[src/rtl/bp_update_ctrl_pkg.sv]
// Shared branch-predictor types: set/way indices, resolved-branch record, BHT geometry.
// Pure declarations; no latency or backpressure of its own.
package lc3b_types;

   typedef logic [3:0] lc3b_set;
   typedef logic [1:0] lc3b_pc_ways;

   typedef struct packed {
      logic        hit;
      lc3b_pc_ways way;
      lc3b_set     set;
      logic        taken;
   } bp_res_t;

   localparam int BHT_SETS        = 16;
   localparam int BHT_WAYS        = 4;
   localparam int BHT_INIT_CYCLES = BHT_SETS * BHT_WAYS;

   function automatic logic [15:0] sat_inc16(input logic [15:0] v);
      return (v == 16'hFFFF) ? v : v + 16'd1;
   endfunction

endpackage

[src/rtl/bp_update_ctrl_if.sv]
// Resolve-stage to update-controller handshake: valid/ready plus the resolved branch fields.
// master = resolve stage, slave = controller; transfer on res_valid && res_ready.
interface bp_update_ctrl_if;
   import lc3b_types::*;

   logic        res_valid;
   logic        res_ready;
   logic        res_hit;
   lc3b_pc_ways res_way;
   lc3b_set     res_set;
   logic        res_taken;

   modport master (output res_valid, res_hit, res_way, res_set, res_taken, input res_ready);
   modport slave  (input res_valid, res_hit, res_way, res_set, res_taken, output res_ready);

endinterface

[src/rtl/bp_update_ctrl_fifo.sv]
// bp_res_fifo: synchronous FIFO of resolved branches, head visible combinationally (0-cycle read).
// Pushes while full and pops while empty are ignored; caller gates push with !full.
module bp_res_fifo
   import lc3b_types::*;
#(
   parameter int DEPTH = 4
) (
   input  logic    clk,
   input  logic    rst,
   input  logic    push,
   input  logic    pop,
   input  bp_res_t wr_dat,
   output bp_res_t rd_dat,
   output logic    full,
   output logic    empty
);

   localparam int AW = (DEPTH > 1) ? $clog2(DEPTH) : 1;

   bp_res_t       mem [DEPTH];
   logic [AW-1:0] wr_ptr;
   logic [AW-1:0] rd_ptr;
   logic [AW:0]   count;
   logic          do_push;
   logic          do_pop;

   assign full    = (count == (AW+1)'(DEPTH));
   assign empty   = (count == '0);
   assign do_push = push && !full;
   assign do_pop  = pop && !empty;
   assign rd_dat  = mem[rd_ptr];

   always_ff @(posedge clk) begin
      if (do_push) mem[wr_ptr] <= wr_dat;
   end

   // Power-of-two depth lets the pointers wrap by plain overflow.
   always_ff @(posedge clk) begin
      if (rst) begin
         wr_ptr <= '0;
         rd_ptr <= '0;
         count  <= '0;
      end else begin
         if (do_push) wr_ptr <= wr_ptr + 1'b1;
         if (do_pop)  rd_ptr <= rd_ptr + 1'b1;
         case ({do_push, do_pop})
            2'b10:   count <= count + 1'b1;
            2'b01:   count <= count - 1'b1;
            default: count <= count;
         endcase
      end
   end

endmodule

[src/rtl/bp_update_ctrl.sv]
// BHT/BTB write sequencer: 64-cycle clear sweep after reset, then retires one queued resolution per cycle.
// Writes are combinational from the FIFO head (BP_UPD_BYPASS_EN: straight from the input when empty); res_ready = !full.
module bp_update_ctrl
   import lc3b_types::*;
#(
   parameter int DEPTH = 4
) (
   input  logic              clk,
   input  logic              rst,
   bp_update_ctrl_if.slave   res,
   input  lc3b_pc_ways       lru_way,
   output logic              bht_load,
   output logic              bht_clear,
   output logic              bht_br_result,
   output lc3b_pc_ways       bht_way,
   output lc3b_pc_ways       bht_lru,
   output lc3b_set           bht_set,
   output logic              btb_alloc,
   output logic              init_busy,
   output logic [15:0]       alloc_cnt
);

   typedef enum logic {INIT, RUN} state_t;

   state_t      state;
   logic [5:0]  init_cnt;
   logic [15:0] alloc_cnt_q;
   logic [15:0] alloc_cnt_next;

   logic        fifo_push;
   logic        fifo_pop;
   logic        fifo_full;
   logic        fifo_empty;
   bp_res_t     fifo_head;
   bp_res_t     fifo_in;
   bp_res_t     ret_ent;
   logic        ret_vld;
   logic        bypass_fire;

   assign fifo_in  = '{hit: res.res_hit, way: res.res_way, set: res.res_set, taken: res.res_taken};
   assign fifo_pop = (state == RUN) && !rst && !fifo_empty;
   assign alloc_cnt = alloc_cnt_q;

   bp_res_fifo #(.DEPTH(DEPTH)) u_fifo (
      .clk    (clk),
      .rst    (rst),
      .push   (fifo_push),
      .pop    (fifo_pop),
      .wr_dat (fifo_in),
      .rd_dat (fifo_head),
      .full   (fifo_full),
      .empty  (fifo_empty)
   );

   always_ff @(posedge clk) begin
      if (rst) begin
         state       <= INIT;
         init_cnt    <= '0;
         alloc_cnt_q <= '0;
      end else begin
         alloc_cnt_q <= alloc_cnt_next;
         case (state)
            INIT: begin
               init_cnt <= init_cnt + 1'b1;
               if (init_cnt == 6'(BHT_INIT_CYCLES - 1)) state <= RUN;
            end
            default: state <= RUN;
         endcase
      end
   end

   always_comb begin
      res.res_ready = 1'b0;
      bypass_fire   = 1'b0;
      ret_vld       = 1'b0;
      ret_ent       = fifo_head;
      bht_load      = 1'b0;
      bht_clear     = 1'b0;
      bht_br_result = 1'b0;
      bht_way       = '0;
      bht_lru       = '0;
      bht_set       = '0;
      btb_alloc     = 1'b0;
      init_busy     = 1'b0;
      // While rst is held the ports show init slot 0, so nothing queued can retire.
      if (rst) begin
         bht_load  = 1'b1;
         bht_clear = 1'b1;
         init_busy = 1'b1;
      end else if (state == INIT) begin
         bht_load  = 1'b1;
         bht_clear = 1'b1;
         bht_set   = init_cnt[5:2];
         bht_lru   = init_cnt[1:0];
         init_busy = 1'b1;
      end else begin
         res.res_ready = !fifo_full;
         if (!fifo_empty) begin
            ret_vld = 1'b1;
            ret_ent = fifo_head;
         end
`ifdef BP_UPD_BYPASS_EN
         else if (res.res_valid) begin
            bypass_fire = 1'b1;
            ret_vld     = 1'b1;
            ret_ent     = fifo_in;
         end
`endif
         if (ret_vld) begin
            bht_load = 1'b1;
            bht_set  = ret_ent.set;
            if (ret_ent.hit) begin
               bht_way       = ret_ent.way;
               bht_br_result = ret_ent.taken;
            end else begin
               bht_clear = 1'b1;
               btb_alloc = 1'b1;
               bht_lru   = lru_way;
            end
         end
      end
   end

   always_comb begin
      fifo_push = (state == RUN) && !rst && res.res_valid && res.res_ready && !bypass_fire;
      alloc_cnt_next = alloc_cnt_q;
      if (ret_vld && !ret_ent.hit && (fifo_pop || bypass_fire))
         alloc_cnt_next = sat_inc16(alloc_cnt_q);
   end

endmodule

[src/flat_wrapper.sv]
// flat-port wrapper written by rule: the top's interface ports become plain ports
module bp_update_ctrl_flat import lc3b_types::*;
#(
   parameter int DEPTH = 4
)
  (clk, rst, lru_way, bht_load, bht_clear, bht_br_result, bht_way, bht_lru, bht_set, btb_alloc, init_busy, alloc_cnt, res_res_valid, res_res_hit, res_res_way, res_res_set, res_res_taken, res_res_ready);
  bp_update_ctrl_if res_i ();
  input  logic clk;
  input  logic rst;
  input  lc3b_pc_ways lru_way;
  output logic bht_load;
  output logic bht_clear;
  output logic bht_br_result;
  output lc3b_pc_ways bht_way;
  output lc3b_pc_ways bht_lru;
  output lc3b_set bht_set;
  output logic btb_alloc;
  output logic init_busy;
  output logic [15:0] alloc_cnt;
  input wire logic [$bits(res_i.res_valid)-1:0] res_res_valid;
  input wire logic [$bits(res_i.res_hit)-1:0] res_res_hit;
  input wire logic [$bits(res_i.res_way)-1:0] res_res_way;
  input wire logic [$bits(res_i.res_set)-1:0] res_res_set;
  input wire logic [$bits(res_i.res_taken)-1:0] res_res_taken;
  output wire logic [$bits(res_i.res_ready)-1:0] res_res_ready;
  assign res_i.res_valid = res_res_valid;
  assign res_i.res_hit = res_res_hit;
  assign res_i.res_way = res_res_way;
  assign res_i.res_set = res_res_set;
  assign res_i.res_taken = res_res_taken;
  assign res_res_ready = res_i.res_ready;
  bp_update_ctrl #(.DEPTH(DEPTH)) u_core (.clk(clk), .rst(rst), .res(res_i), .lru_way(lru_way), .bht_load(bht_load), .bht_clear(bht_clear), .bht_br_result(bht_br_result), .bht_way(bht_way), .bht_lru(bht_lru), .bht_set(bht_set), .btb_alloc(btb_alloc), .init_busy(init_busy), .alloc_cnt(alloc_cnt));
endmodule
[config.mk]
export PLATFORM = sky130hd
export DESIGN_NAME = bp_update_ctrl_flat
export DESIGN_NICKNAME = d
export VERILOG_FILES = /design/src/rtl/bp_update_ctrl_pkg.sv /design/src/rtl/bp_update_ctrl_if.sv /design/src/rtl/bp_update_ctrl_fifo.sv /design/src/rtl/bp_update_ctrl.sv /design/src/flat_wrapper.sv
export SDC_FILE = /design/constraint.sdc
export NUM_CORES = 1
export LEC_CHECK = 0
export ABC_CLOCK_PERIOD_IN_PS = 2700
export CAP_MARGIN = 20
export CORE_ASPECT_RATIO = 0.75
export CORE_MARGIN = 3
export CORE_UTILIZATION = 56
export CTS_BUF_LIST = sky130_fd_sc_hd__clkbuf_8
export DETAILED_ROUTE_END_ITERATION = 8
export GPL_ROUTABILITY_DRIVEN = 0
export PLACE_DENSITY = 0.88
export SYNTH_ARGS = -nofsm -noshare
export SYNTH_HDL_FRONTEND = slang
export SYNTH_SLANG_ARGS = --single-unit
[constraint.sdc]
create_clock -name clk -period 2.7 [get_ports clk]
set_input_delay 0.27 -clock clk [delete_from_list [all_inputs] [get_ports clk]]
set_output_delay 0.27 -clock clk [all_outputs]
set_load 0.01 [all_outputs]
==> results.json <==
{
  "min_from": "u_core.alloc_cnt[1]",
  "path_max_fanout": 5,
  "syn_nets": 263,
  "path_class": "reg2out",
  "synth_edf_count": 32,
  "yosysTopAreaCellShare_pct": 33.3,
  "cts_tree": "built",
  "design.core.area_mm2": 0.00470,
  "cts-root-buf": "clkbuf_8",
  "timing.rr.start": "u_core.u_fifo.mem[3][7]",
  "grt_start_max_net_pins": 38,
  "die-area_mm2": 0.00606,
  "yosysSeqAreaShare_pct": 55.5,
  "skew_ns": 0.00813,
  "r2r_cells": 6,
  "cts_buffers": 9,
  "pin_count": 43,
  "grt-ovfl-total": 0,
  "grt_pass1_vias": 1995,
  "synth_xor_area_share_pct": 6.37,
  "seqPwrFrac_pct": 55.9,
  "yosys.area_share.adder_pct": 3.73,
  "netlist_area_mm2": 0.00289,
  "ctsResizeCount": 0,
  "setup_viol": 0,
  "yosysMostFrequentCell": "nor2_1",
  "p_total_mw": 1.84,
  "cap_violations": 0,
  "synthMuxAreaShare_pct": 7.85,
  "synth-simple-area-share_pct": 19.9,
  "p_clk_share_pct": 41.2,
  "clk_latency_ns": 0.35,
  "critPathArrivalTime_ns": 2.33,
  "vias_per_cell": 5.77,
  "worstSetupStartpointType": "register",
  "vdd_drop_max_mv": 0.376,
  "die_y_um": 68.2,
  "final_max_slew_viol_count": 0,
  "drc": 0,
  "ys_ff_latch": 64,
  "critical_path_required_ns": 2.43,
  "cts_post_setup_buffers_inserted": 0,
  "switching_share_pct": 20.4,
  "htree_num_levels": 3,
  "path_clk_slew_ns": 0.06,
  "die_x_um": 88.9,
  "power.leakage_nw": 1.22,
  "finalSetupTns_ns": 0,
  "finalHoldViolations": 0,
  "clock-sinks": 64,
  "synth_largest_area_cell": "edfxtp_1",
  "vias": 2059,
  "rows": 21,
  "ant_nets": 0,
  "cp-startpoint": "u_core.u_fifo.mem[3][7]",
  "synthTopCellsByArea": "edfxtp_1 33%, dfxtp_1 22%, mux4_1 6.4%, nor2_1 4.3%, xnor2_1 3.9%",
  "worstReg2RegEnd": "u_core.alloc_cnt[14]",
  "syn2layout_area_growth_pct": 23.9,
  "fin_crit_ns": 2.60,
  "place_hpwl_um": 4280,
  "power.density_mw_per_mm2": 514,
  "synth_cell_types": 40,
  "syn_avg_cell_area_um2": 11.9,
  "switching_power_uw": 374,
  "grt_antenna_before_repair": 0,
  "start_util_pct": 61.3,
  "holdPathEnd": "u_core.alloc_cnt[1]",
  "nNetsFinal": 316,
  "endpoint_kind": "output pin",
  "firstDrtPassIters": 5,
  "synth_top_flop_cell": "edfxtp_1",
  "synth_top_family_by_area": "simple AND/OR/NAND/NOR gates",
  "holdBufCountCts": 0,
  "grt_setup_unrepaired": "no",
  "synth_cells": 242,
  "r2r_setup_slack_ns": 0.30,
  "grt_pass1_wl_um": 9530,
  "outcome": "finished clean",
  "wirelength_um": 5990,
  "track_usage_pct": 22.2,
  "antenna_cells": 0,
  "fmax_ghz": 0.384,
  "async_flop_share_pct": 0,
  "wire_per_inst_um": 16.8,
  "intPower_mw": 1.46,
  "io_buffers": 42,
  "netlist_top_cells_count": "33 x nor2_1, 32 x dfxtp_1, 32 x edfxtp_1, 13 x nand3_1, 13 x xnor2_1",
  "timing.final.crit_share_pct": 96.3,
  "drt_iter0_drc": 130,
  "p_comb_share_pct": 2.9,
  "tightest_slew_ns": 0.566,
  "hold_depth": 2,
  "hold_path.class": "reg2reg",
  "cts_max_path_buffers": 2,
  "ys_warn_count": 0,
  "slew_headroom_pct": 61.9,
  "synth_compound_area_share_pct": 3.82,
  "final_layout_size_suffix_gt1_share_pct": 10.3
}
==> routing by layer <==
metal  wire [um]  global-route usage (%)  vias up
li1            -                       -      985
met1        2460                    26.0      981
met2        2950                    36.3       80
met3         422                    7.94       13
met4         158                    11.1        0
met5           0                       0        -
==> power groups by stage <==
stage / registers, mW / clock network [mW] / logic [mW]
final: 1.03 / 0.756 / 0.0528
after global routing: 1.03 / 0.819 / 0.0584
after CTS: 1.03 / 0.765 / 0.0529
after detailed placement: 1.05 / 0 / 0.0526
after global placement: 1.05 / 0 / 0.0505
after floorplan: 1.05 / 0 / 0.0206
==> registers in the layout, summed over array words and instances (netlist names), named ones only <==
name / count
u_core.u_fifo.count: 3
u_core.u_fifo.wr_ptr: 2
u_core.init_cnt: 6
u_core.alloc_cnt: 16
u_core.u_fifo.rd_ptr: 2
u_core.u_fifo.mem: 32
u_core.state: 1
==> critical path: stages, from the launching register on <==
cell and delay, ns:
edfxtp_1 0.39, mux4_2 0.57, or3_4 0.36, inv_1 0.12
clkdlybuf4s50_1 0.55
==> how the worst max path moves through the flow <==
stage | depth (start not counted) | slack [ns] | end
final | 4 | 0.1 | btb_alloc
after global routing | 4 | 0.01 | btb_alloc
after CTS | 4 | 0.09 | btb_alloc
after detailed placement | 11 | 0.03 | u_core.u_fifo.count[2]
after global placement | 11 | 0.25 | u_core.u_fifo.count[2]
after floorplan | 10 | 0.47 | u_core.u_fifo.count[2]
==> cell families after synthesis <==
logic type	count (synthesis)
AND/OR/NAND/NOR	102
flip-flops	64
XOR/XNOR	21
AO/OA/AOI/OAI	19
buffers and inverters	18
multiplexers	10
adder cells (fa/ha/maj)	8
==> final cells by class <==
cell class	instances	area, um^2
clock buffers	9	124
multi-input cells	160	1200
flip-flops and latches	64	1600
fillers	288	1130
well taps	57	71.3
repair buffers	50	480
clock inverters	7	57.6
inverters	10	37.5
==> cell usage in the layout, fill, tap and decap left out, types with 3 or more instances in the layout <==
cell type / n
nor3_1: 6
edfxtp_1: 32
and3_2: 3
a31oi_1: 4
xor2_1: 8
nand4_1: 5
nand3_1: 13
nand2_1: 9
dfxtp_1: 32
or3_1: 3
and3_1: 6
nand2b_1: 8
clkbuf_8: 9
nor2_1: 33
clkdlybuf4s50_1: 42
buf_4: 8
mux4_1: 7
ha_1: 7
a21oi_1: 10
xnor2_1: 13
inv_1: 13
==> stage by stage <==
step           cells  setup slack (ns)  hold slack, ns  util, %  instance area (um^2)
2_1_floorplan    242             0.473           0.369        -                  2890
4_1_cts          357            0.0858           0.524     76.0                  3570
6_report         357            0.0988           0.523     76.0                  3570
5_1_grt          357            0.0144           0.562     76.0                  3570
3_3_place_gp     341             0.250           0.491     72.1                  3390
3_5_place_dp     341            0.0333           0.514     72.1                  3390
Note: power is estimated with default switching activity, not from simulation.
